**config.mk**
```make
export PLATFORM = sky130hd
export DESIGN_NAME = operand_reader_flat
export DESIGN_NICKNAME = d
export VERILOG_FILES = /design/src/rtl/cpu_pkg.sv /design/src/rtl/operand_reader_if.sv /design/src/rtl/operand_bypass.sv /design/src/rtl/operand_reader.sv /design/src/flat_wrapper.sv
export SDC_FILE = /design/constraint.sdc
export NUM_CORES = 1
export LEC_CHECK = 0
export CORE_ASPECT_RATIO = 1.75
export CORE_UTILIZATION = 37
export DETAILED_ROUTE_END_ITERATION = 12
export GPL_TIMING_DRIVEN = 0
export PLACE_DENSITY = 0.67
export SLEW_MARGIN = 5
export SYNTH_ARGS = -nofsm -noshare
export SYNTH_HDL_FRONTEND = slang
export SYNTH_HIERARCHICAL = 1
export SYNTH_SLANG_ARGS = --single-unit
```
**constraint.sdc**
```tcl
create_clock -name clk -period 2.3 [get_ports clk]
set_input_delay 0.345 -clock clk [delete_from_list [all_inputs] [get_ports clk]]
set_output_delay 0.345 -clock clk [all_outputs]
set_load 0.02 [all_outputs]
```
**src/rtl/cpu_pkg.sv**
```systemverilog
// Shared widths, reader FSM states and reset data for the operand reader.
// Used by operand_reader, operand_bypass and operand_reader_if.
package cpu_pkg;

  localparam int DATA_WIDTH = 8;
  localparam int ADDR_WIDTH = 2;
  localparam int OP_WIDTH   = 4;

  typedef enum logic [1:0] {
    IDLE    = 2'd0,
    ADDR    = 2'd1,
    CAPTURE = 2'd2,
    VALID   = 2'd3
  } reader_state_t;

  localparam logic [DATA_WIDTH-1:0] RESET_DATA = '0;

endpackage

```
**src/rtl/operand_reader_if.sv**
```systemverilog
// Decoder-side and ALU-side valid/ready bundle of the operand reader.
// slave: the reader itself; master: its environment.
interface operand_reader_if #(
  parameter int DATA_WIDTH = cpu_pkg::DATA_WIDTH,
  parameter int ADDR_WIDTH = cpu_pkg::ADDR_WIDTH,
  parameter int OP_WIDTH   = cpu_pkg::OP_WIDTH
) ();

  logic                  Instr_valid;
  logic                  Instr_ready;
  logic [OP_WIDTH-1:0]   Instr_op;
  logic [ADDR_WIDTH-1:0] Instr_src_A;
  logic [ADDR_WIDTH-1:0] Instr_src_B;
  logic [ADDR_WIDTH-1:0] Instr_dest;

  logic                  Op_valid;
  logic                  Op_ready;
  logic [DATA_WIDTH-1:0] Operand_A;
  logic [DATA_WIDTH-1:0] Operand_B;
  logic [OP_WIDTH-1:0]   Op_out;
  logic [ADDR_WIDTH-1:0] Dest_out;

  modport slave (
    input  Instr_valid, Instr_op,
    input  Instr_src_A, Instr_src_B,
    input  Instr_dest, Op_ready,
    output Instr_ready, Op_valid,
    output Operand_A, Operand_B,
    output Op_out, Dest_out
  );

  modport master (
    output Instr_valid, Instr_op,
    output Instr_src_A, Instr_src_B,
    output Instr_dest, Op_ready,
    input  Instr_ready, Op_valid,
    input  Operand_A, Operand_B,
    input  Op_out, Dest_out
  );

endinterface

```
**src/rtl/operand_bypass.sv**
```systemverilog
// One read port's writeback snoop: address compare, saved
// collision flag and data, and the operand select.
module operand_bypass #(
  parameter int DATA_WIDTH = cpu_pkg::DATA_WIDTH,
  parameter int ADDR_WIDTH = cpu_pkg::ADDR_WIDTH
) (
  input  logic                  clk,
  input  logic                  rst,
  input  logic                  sample,
  input  logic [ADDR_WIDTH-1:0] src,
  input  logic                  wb_enable,
  input  logic [ADDR_WIDTH-1:0] wb_address,
  input  logic [DATA_WIDTH-1:0] wb_data,
  input  logic [DATA_WIDTH-1:0] read_data,
  output logic                  hit,
  output logic [DATA_WIDTH-1:0] data
);
  import cpu_pkg::*;

  logic                  flag;
  logic [DATA_WIDTH-1:0] saved;

  assign hit = sample && wb_enable &&
               (wb_address == src);

  // Remember the write that the file's read will miss.
  always_ff @(posedge clk) begin
    if (rst) begin
      flag  <= 1'b0;
      saved <= DATA_WIDTH'(RESET_DATA);
    end else if (sample) begin
      flag  <= hit;
      saved <= wb_data;
    end
  end

  assign data = flag ? saved : read_data;

endmodule

```
**src/rtl/operand_reader.sv**
```systemverilog
// Register-file read stage between decoder and ALU.
// Macro REGREAD_BYPASS_EN: forward colliding writes instead of re-reading.
module operand_reader #(
  parameter int DATA_WIDTH = cpu_pkg::DATA_WIDTH,
  parameter int ADDR_WIDTH = cpu_pkg::ADDR_WIDTH,
  parameter int OP_WIDTH   = cpu_pkg::OP_WIDTH
) (
  input  logic                  clk,
  input  logic                  rst,
  operand_reader_if.slave       bus,
  output logic [ADDR_WIDTH-1:0] Read_address_A,
  output logic [ADDR_WIDTH-1:0] Read_address_B,
  input  logic [DATA_WIDTH-1:0] Read_data_A,
  input  logic [DATA_WIDTH-1:0] Read_data_B,
  input  logic                  Wb_enable,
  input  logic [ADDR_WIDTH-1:0] Wb_address,
  input  logic [DATA_WIDTH-1:0] Wb_data
);
  import cpu_pkg::*;

  reader_state_t         state;
  logic [OP_WIDTH-1:0]   op;
  logic [ADDR_WIDTH-1:0] src_a;
  logic [ADDR_WIDTH-1:0] src_b;
  logic [ADDR_WIDTH-1:0] dest;
  logic [DATA_WIDTH-1:0] opnd_a;
  logic [DATA_WIDTH-1:0] opnd_b;
  logic [DATA_WIDTH-1:0] sel_a;
  logic [DATA_WIDTH-1:0] sel_b;
  logic                  hit_a;
  logic                  hit_b;
  logic                  in_addr;
  logic                  stall;

  assign in_addr = (state == ADDR);

`ifdef REGREAD_BYPASS_EN
  assign stall = 1'b0;
`else
  assign stall = hit_a | hit_b;
`endif

  operand_bypass #(
    .DATA_WIDTH (DATA_WIDTH),
    .ADDR_WIDTH (ADDR_WIDTH)
  ) u_byp_a (
    .clk        (clk),
    .rst        (rst),
    .sample     (in_addr),
    .src        (src_a),
    .wb_enable  (Wb_enable),
    .wb_address (Wb_address),
    .wb_data    (Wb_data),
    .read_data  (Read_data_A),
    .hit        (hit_a),
    .data       (sel_a)
  );

  operand_bypass #(
    .DATA_WIDTH (DATA_WIDTH),
    .ADDR_WIDTH (ADDR_WIDTH)
  ) u_byp_b (
    .clk        (clk),
    .rst        (rst),
    .sample     (in_addr),
    .src        (src_b),
    .wb_enable  (Wb_enable),
    .wb_address (Wb_address),
    .wb_data    (Wb_data),
    .read_data  (Read_data_B),
    .hit        (hit_b),
    .data       (sel_b)
  );

  // Accept, read, capture, then hold until the ALU takes it.
  always_ff @(posedge clk) begin
    if (rst) begin
      state  <= IDLE;
      op     <= '0;
      src_a  <= '0;
      src_b  <= '0;
      dest   <= '0;
      opnd_a <= DATA_WIDTH'(RESET_DATA);
      opnd_b <= DATA_WIDTH'(RESET_DATA);
    end else begin
      unique case (state)
        IDLE: begin
          if (bus.Instr_valid) begin
            op    <= bus.Instr_op;
            src_a <= bus.Instr_src_A;
            src_b <= bus.Instr_src_B;
            dest  <= bus.Instr_dest;
            state <= ADDR;
          end
        end
        ADDR: begin
          if (!stall) state <= CAPTURE;
        end
        CAPTURE: begin
          opnd_a <= sel_a;
          opnd_b <= sel_b;
          state  <= VALID;
        end
        VALID: begin
          if (bus.Op_ready) state <= IDLE;
        end
        default: state <= IDLE;
      endcase
    end
  end

  assign Read_address_A  = rst ? '0 : src_a;
  assign Read_address_B  = rst ? '0 : src_b;
  assign bus.Instr_ready = (state == IDLE) && !rst;
  assign bus.Op_valid    = (state == VALID);
  assign bus.Operand_A   = opnd_a;
  assign bus.Operand_B   = opnd_b;
  assign bus.Op_out      = op;
  assign bus.Dest_out    = dest;

endmodule

```
**src/flat_wrapper.sv**
```systemverilog
// flat-port wrapper written by rule: the top's interface ports become plain ports
module operand_reader_flat import cpu_pkg::*;
#(
  parameter int DATA_WIDTH = cpu_pkg::DATA_WIDTH,
  parameter int ADDR_WIDTH = cpu_pkg::ADDR_WIDTH,
  parameter int OP_WIDTH   = cpu_pkg::OP_WIDTH
)
  (clk, rst, Read_address_A, Read_address_B, Read_data_A, Read_data_B, Wb_enable, Wb_address, Wb_data, bus_Instr_valid, bus_Instr_op, bus_Instr_src_A, bus_Instr_src_B, bus_Instr_dest, bus_Op_ready, bus_Instr_ready, bus_Op_valid, bus_Operand_A, bus_Operand_B, bus_Op_out, bus_Dest_out);
  operand_reader_if #(.DATA_WIDTH(DATA_WIDTH), .ADDR_WIDTH(ADDR_WIDTH), .OP_WIDTH(OP_WIDTH)) bus_i ();
  input  logic clk;
  input  logic rst;
  output logic [ADDR_WIDTH-1:0] Read_address_A;
  output logic [ADDR_WIDTH-1:0] Read_address_B;
  input  logic [DATA_WIDTH-1:0] Read_data_A;
  input  logic [DATA_WIDTH-1:0] Read_data_B;
  input  logic Wb_enable;
  input  logic [ADDR_WIDTH-1:0] Wb_address;
  input  logic [DATA_WIDTH-1:0] Wb_data;
  input wire logic [$bits(bus_i.Instr_valid)-1:0] bus_Instr_valid;
  input wire logic [$bits(bus_i.Instr_op)-1:0] bus_Instr_op;
  input wire logic [$bits(bus_i.Instr_src_A)-1:0] bus_Instr_src_A;
  input wire logic [$bits(bus_i.Instr_src_B)-1:0] bus_Instr_src_B;
  input wire logic [$bits(bus_i.Instr_dest)-1:0] bus_Instr_dest;
  input wire logic [$bits(bus_i.Op_ready)-1:0] bus_Op_ready;
  output wire logic [$bits(bus_i.Instr_ready)-1:0] bus_Instr_ready;
  output wire logic [$bits(bus_i.Op_valid)-1:0] bus_Op_valid;
  output wire logic [$bits(bus_i.Operand_A)-1:0] bus_Operand_A;
  output wire logic [$bits(bus_i.Operand_B)-1:0] bus_Operand_B;
  output wire logic [$bits(bus_i.Op_out)-1:0] bus_Op_out;
  output wire logic [$bits(bus_i.Dest_out)-1:0] bus_Dest_out;
  assign bus_i.Instr_valid = bus_Instr_valid;
  assign bus_i.Instr_op = bus_Instr_op;
  assign bus_i.Instr_src_A = bus_Instr_src_A;
  assign bus_i.Instr_src_B = bus_Instr_src_B;
  assign bus_i.Instr_dest = bus_Instr_dest;
  assign bus_i.Op_ready = bus_Op_ready;
  assign bus_Instr_ready = bus_i.Instr_ready;
  assign bus_Op_valid = bus_i.Op_valid;
  assign bus_Operand_A = bus_i.Operand_A;
  assign bus_Operand_B = bus_i.Operand_B;
  assign bus_Op_out = bus_i.Op_out;
  assign bus_Dest_out = bus_i.Dest_out;
  operand_reader #(.DATA_WIDTH(DATA_WIDTH), .ADDR_WIDTH(ADDR_WIDTH), .OP_WIDTH(OP_WIDTH)) u_core (.clk(clk), .rst(rst), .bus(bus_i), .Read_address_A(Read_address_A), .Read_address_B(Read_address_B), .Read_data_A(Read_data_A), .Read_data_B(Read_data_B), .Wb_enable(Wb_enable), .Wb_address(Wb_address), .Wb_data(Wb_data));
endmodule
```
==> impl_results.md <==
* Clock latency on the worst-skew pair at 0.30 ns
* Clock skew at 0.00595 ns
* Number of pins with negative max-slew slack in the final report at 0
* Placed Area at 0.00280 mm²
* CP peak stage delay at 0.61 ns
* Post-synth ARST share at 0%
* Most numerous cell in the Yosys netlist: sky130_fd_sc_hd__dfxtp_1
* Total setup buffers inserted after CTS at 0
* Largest cells by area after synthesis: sky130_fd_sc_hd__dfxtp_1 45%, sky130_fd_sc_hd__mux2i_1 16%, sky130_fd_sc_hd__mux2_2 8.8%, sky130_fd_sc_hd__nor2_1 6.1%, sky130_fd_sc_hd__nand2_1 3.9%
* Mean cell area of the mapped netlist at 10.0 µm²
* Largest net degree at the start of global routing at 16
* Max capacitance violation total at 0
* Root Buffer Master: sky130_fd_sc_hd__clkbuf_8
* DRT Wirelength at 4570 µm
* Post-Synthesis Cell Area at 0.00204 mm²
* Global route total overflow at 0
* Die extent in y at 100 µm
* Count of distinct cell types in the synthesized netlist at 25
* Routed vias at 1608
* CP arrival at 1.71 ns
* Core Rows at 35
* Fin crit period at 2.06 ns
* Net Count, Synth at 249
* DRT antenna net count at 0
* Crit path required time at 1.96 ns
* Quantity of gates resized following cts at 0
* Initial antenna violation count at 0
* Antenna Diode Count at 0
* I/O Buffers at 67
* Share of the yosys chip area belonging to registers at 45.1%
* Hold-fix buffer count after cts at 0
* Flip-flop and latch count after synthesis at 46
* Final worst-path cycle share at 89.4%
* Max_slew headroom at 66.1%
* Most instantiated cells after synthesis: 46 x sky130_fd_sc_hd__dfxtp_1, 33 x sky130_fd_sc_hd__mux2i_1, 33 x sky130_fd_sc_hd__nor2_1, 21 x sky130_fd_sc_hd__nand2_1, 16 x sky130_fd_sc_hd__mux2_2
* Vias in the first global route at 1638
* Maximum level of the CTS H-tree at 2
* Global-route met2 utilization at 31.1%
* CP Launch Type: register
* Drt pass-1 iters at 4
* CP cell instances: inv_1 -> ha_1 -> nor2b_1 -> clkdlybuf4s50_1
* Post-route worst setup slack at 0.243 ns
* Finished layout cell area at 0.00289 mm²
* Critical path start-end classification: register to output port
* First-pass GRT wire length at 7530 µm
* Global routing met3 resource utilization at 4.25%
* Cts bufs inserted at 5
* Setup total negative slack at 0 ns
* Peak ir drop on the vdd network at 0.447 mV
* Area Growth Syn to Fin at 41.8%
* Most used routing layer: met2
* Detailed-route vias per instance at 4.56
* Unrepaired setup endpoints after global routing: no
* Layout net count at 323
* Initial core utilization at 38.5%
* Routability congestion estimate at 0.722
* Maximum number of buffers from clock root to sink at 2
* Total routing usage reported by global routing at 17.0%
* Capturing element type of the critical path: output port
* GR met1 Demand/Resource at 17.8%
* YS warnings at 6
* Post-detailed-route wirelength per cell at 12.9 µm
* Overall power after layout at 0.00269 W
* Number of top-level pins at 69
* Max stage delay cell, worst path: sky130_fd_sc_hd__clkdlybuf4s50_1
* Clock Pin Slew Worst Setup and Hold Paths at 0.09 ns
* Cell Pwr Density at 931 mW/mm²
* Area share of the leading cell type in the synthesized netlist at 45.1%
* DIE WIDTH at 58.1 µm
* Cell type with the largest total area after synthesis: sky130_fd_sc_hd__dfxtp_1
* Placed wire-length estimate after detailed placement at 3410 µm
* Worst hold path type: input port to register
* Worst Tran Pin Value at 0.508 ns
* Violation count after the first detailed-routing iteration at 34
* Sink count of the clock tree at 46
* Number of endpoints with negative hold slack in the final report at 0
* Place WS at 0.465 ns
* Top FF cell, synth: sky130_fd_sc_hd__dfxtp_1
* Number of design rule violations left after detail routing at 0
* Run status: complete, no violations
* Total of endpoints with negative setup slack in the final report at 0
* FMAX at 0.486 GHz
* Die area at 0.00583 mm²
* Largest fanout on the critical path at 5
* Fraction of final layout cells sized beyond drive strength 1 at 13.6%
* CTS tree: built
* Syn Inst Count at 204
* Core area at 0.00530 mm²
* Leakage dissipation at 1.09 nW
* Number of flops mapped to enable cells by yosys at 0
-- worst max-delay path: cells and delay by family (launching register included) --
family / cells / cell delay [ns]
adders and majority gates: 1 / 0.23
buffers and inverters: 2 / 0.71
DFF: 1 / 0.34
and+or+nand+nor: 1 / 0.15
-- stage by stage --
step	std cells	hold slack (ns)	util (%)
2_1_floorplan	204	0.454	-
3_3_place_gp	345	0.445	52.9
3_5_place_dp	345	0.447	52.9
4_1_cts	353	0.340	54.6
5_1_grt	353	0.352	54.6
6_report	353	0.345	54.6
-- cell type report --
type / count / area, µm²
timing repair buffer: 67 / 671
buffer: 13 / 106
tap: 74 / 92.6
inverter: 2 / 7.51
clock buffer: 5 / 68.8
sequential: 46 / 921
clock inverter: 3 / 21.3
fill: 487 / 2400
multi-input combinational: 143 / 1010
-- sequential cells by signal, indices dropped and copies added (netlist names) --
register,count
u_core/bus.Op_out,4
u_core/src_b,2
u_core/bus.Operand_B,8
u_core/state,2
u_core/bus.Dest_out,2
u_core/bus.Operand_A,8
u_core/u_byp_b/flag,1
u_core/u_byp_a/flag,1
u_core/u_byp_b/saved,8
u_core/src_a,2
u_core/u_byp_a/saved,8
-- logic make-up (layout without fill, tap and decap cells) --
family / count (synthesis) / after routing / share of synthesized area [%]
mux: 49 / 49 / 25.0
xor+xnor: 4 / 4 / 1.72
simple gates: 71 / 71 / 15.7
flops: 46 / 46 / 45.1
compound gates: 15 / 15 / 4.41
buf+inv: 15 / 90 / 5.58
fa+ha+maj: 4 / 4 / 2.45
-- cells in the final DEF (no fill, tap or decap) --
cell | netlist | routed
sky130_fd_sc_hd__nor2_1 | 33 | 33
sky130_fd_sc_hd__a21oi_1 | 10 | 10
sky130_fd_sc_hd__ha_1 | 4 | 4
sky130_fd_sc_hd__clkinvlp_4 | 0 | 1
sky130_fd_sc_hd__o31ai_1 | 1 | 1
sky130_fd_sc_hd__buf_8 | 1 | 1
sky130_fd_sc_hd__mux2_2 | 16 | 16
sky130_fd_sc_hd__xor2_1 | 4 | 4
sky130_fd_sc_hd__nand2b_1 | 4 | 4
sky130_fd_sc_hd__clkbuf_8 | 0 | 5
sky130_fd_sc_hd__nand2_1 | 21 | 21
sky130_fd_sc_hd__nand2_4 | 2 | 2
sky130_fd_sc_hd__inv_1 | 2 | 2
sky130_fd_sc_hd__o21ai_1 | 1 | 1
sky130_fd_sc_hd__nor3_1 | 2 | 2
sky130_fd_sc_hd__clkinv_4 | 0 | 1
sky130_fd_sc_hd__a311o_1 | 1 | 1
sky130_fd_sc_hd__clkinv_2 | 0 | 1
sky130_fd_sc_hd__buf_6 | 4 | 4
sky130_fd_sc_hd__clkdlybuf4s50_1 | 0 | 67
sky130_fd_sc_hd__nor2b_1 | 5 | 5
sky130_fd_sc_hd__clkbuf_1 | 1 | 1
sky130_fd_sc_hd__nand3_1 | 1 | 1
sky130_fd_sc_hd__or3b_1 | 2 | 2
sky130_fd_sc_hd__dfxtp_1 | 46 | 46
sky130_fd_sc_hd__o41ai_1 | 2 | 2
sky130_fd_sc_hd__buf_2 | 4 | 4
sky130_fd_sc_hd__mux2i_1 | 33 | 33
sky130_fd_sc_hd__buf_4 | 3 | 3
sky130_fd_sc_hd__and2_1 | 1 | 1
-- routing by layer --
layer	up-vias	part of all wire, %	wire [µm]
met3	7	5.0	229
met4	0	1.8	82
met2	45	53	2420
met1	727	40	1830
met5	-	0	0
li1	829	-	-
-- report_power, final --
part           total (W)  internal [W]  switching (W)
Clock           0.000496      0.000214       0.000282
Sequential       0.00106      0.000967      0.0000943
Combinational    0.00114      0.000580       0.000557
-- final timing paths --
| path | from | to | slack, ns | depth (start not counted) |
|---|---|---|---|---|
| setup / recovery | u_core/state[0] | bus_Instr_ready | 0.24 | 4 |
| hold / removal | rst | u_core/u_byp_a/saved[5] | 0.34 | 2 |
| setup reg to reg | u_core/state[1] | u_core/state[0] | 0.60 | 8 |
| hold reg to reg | u_core/bus.Op_out[3] | u_core/bus.Op_out[3] | 0.46 | 2 |
No activity file was read; power rests on OpenSTA's default activity.
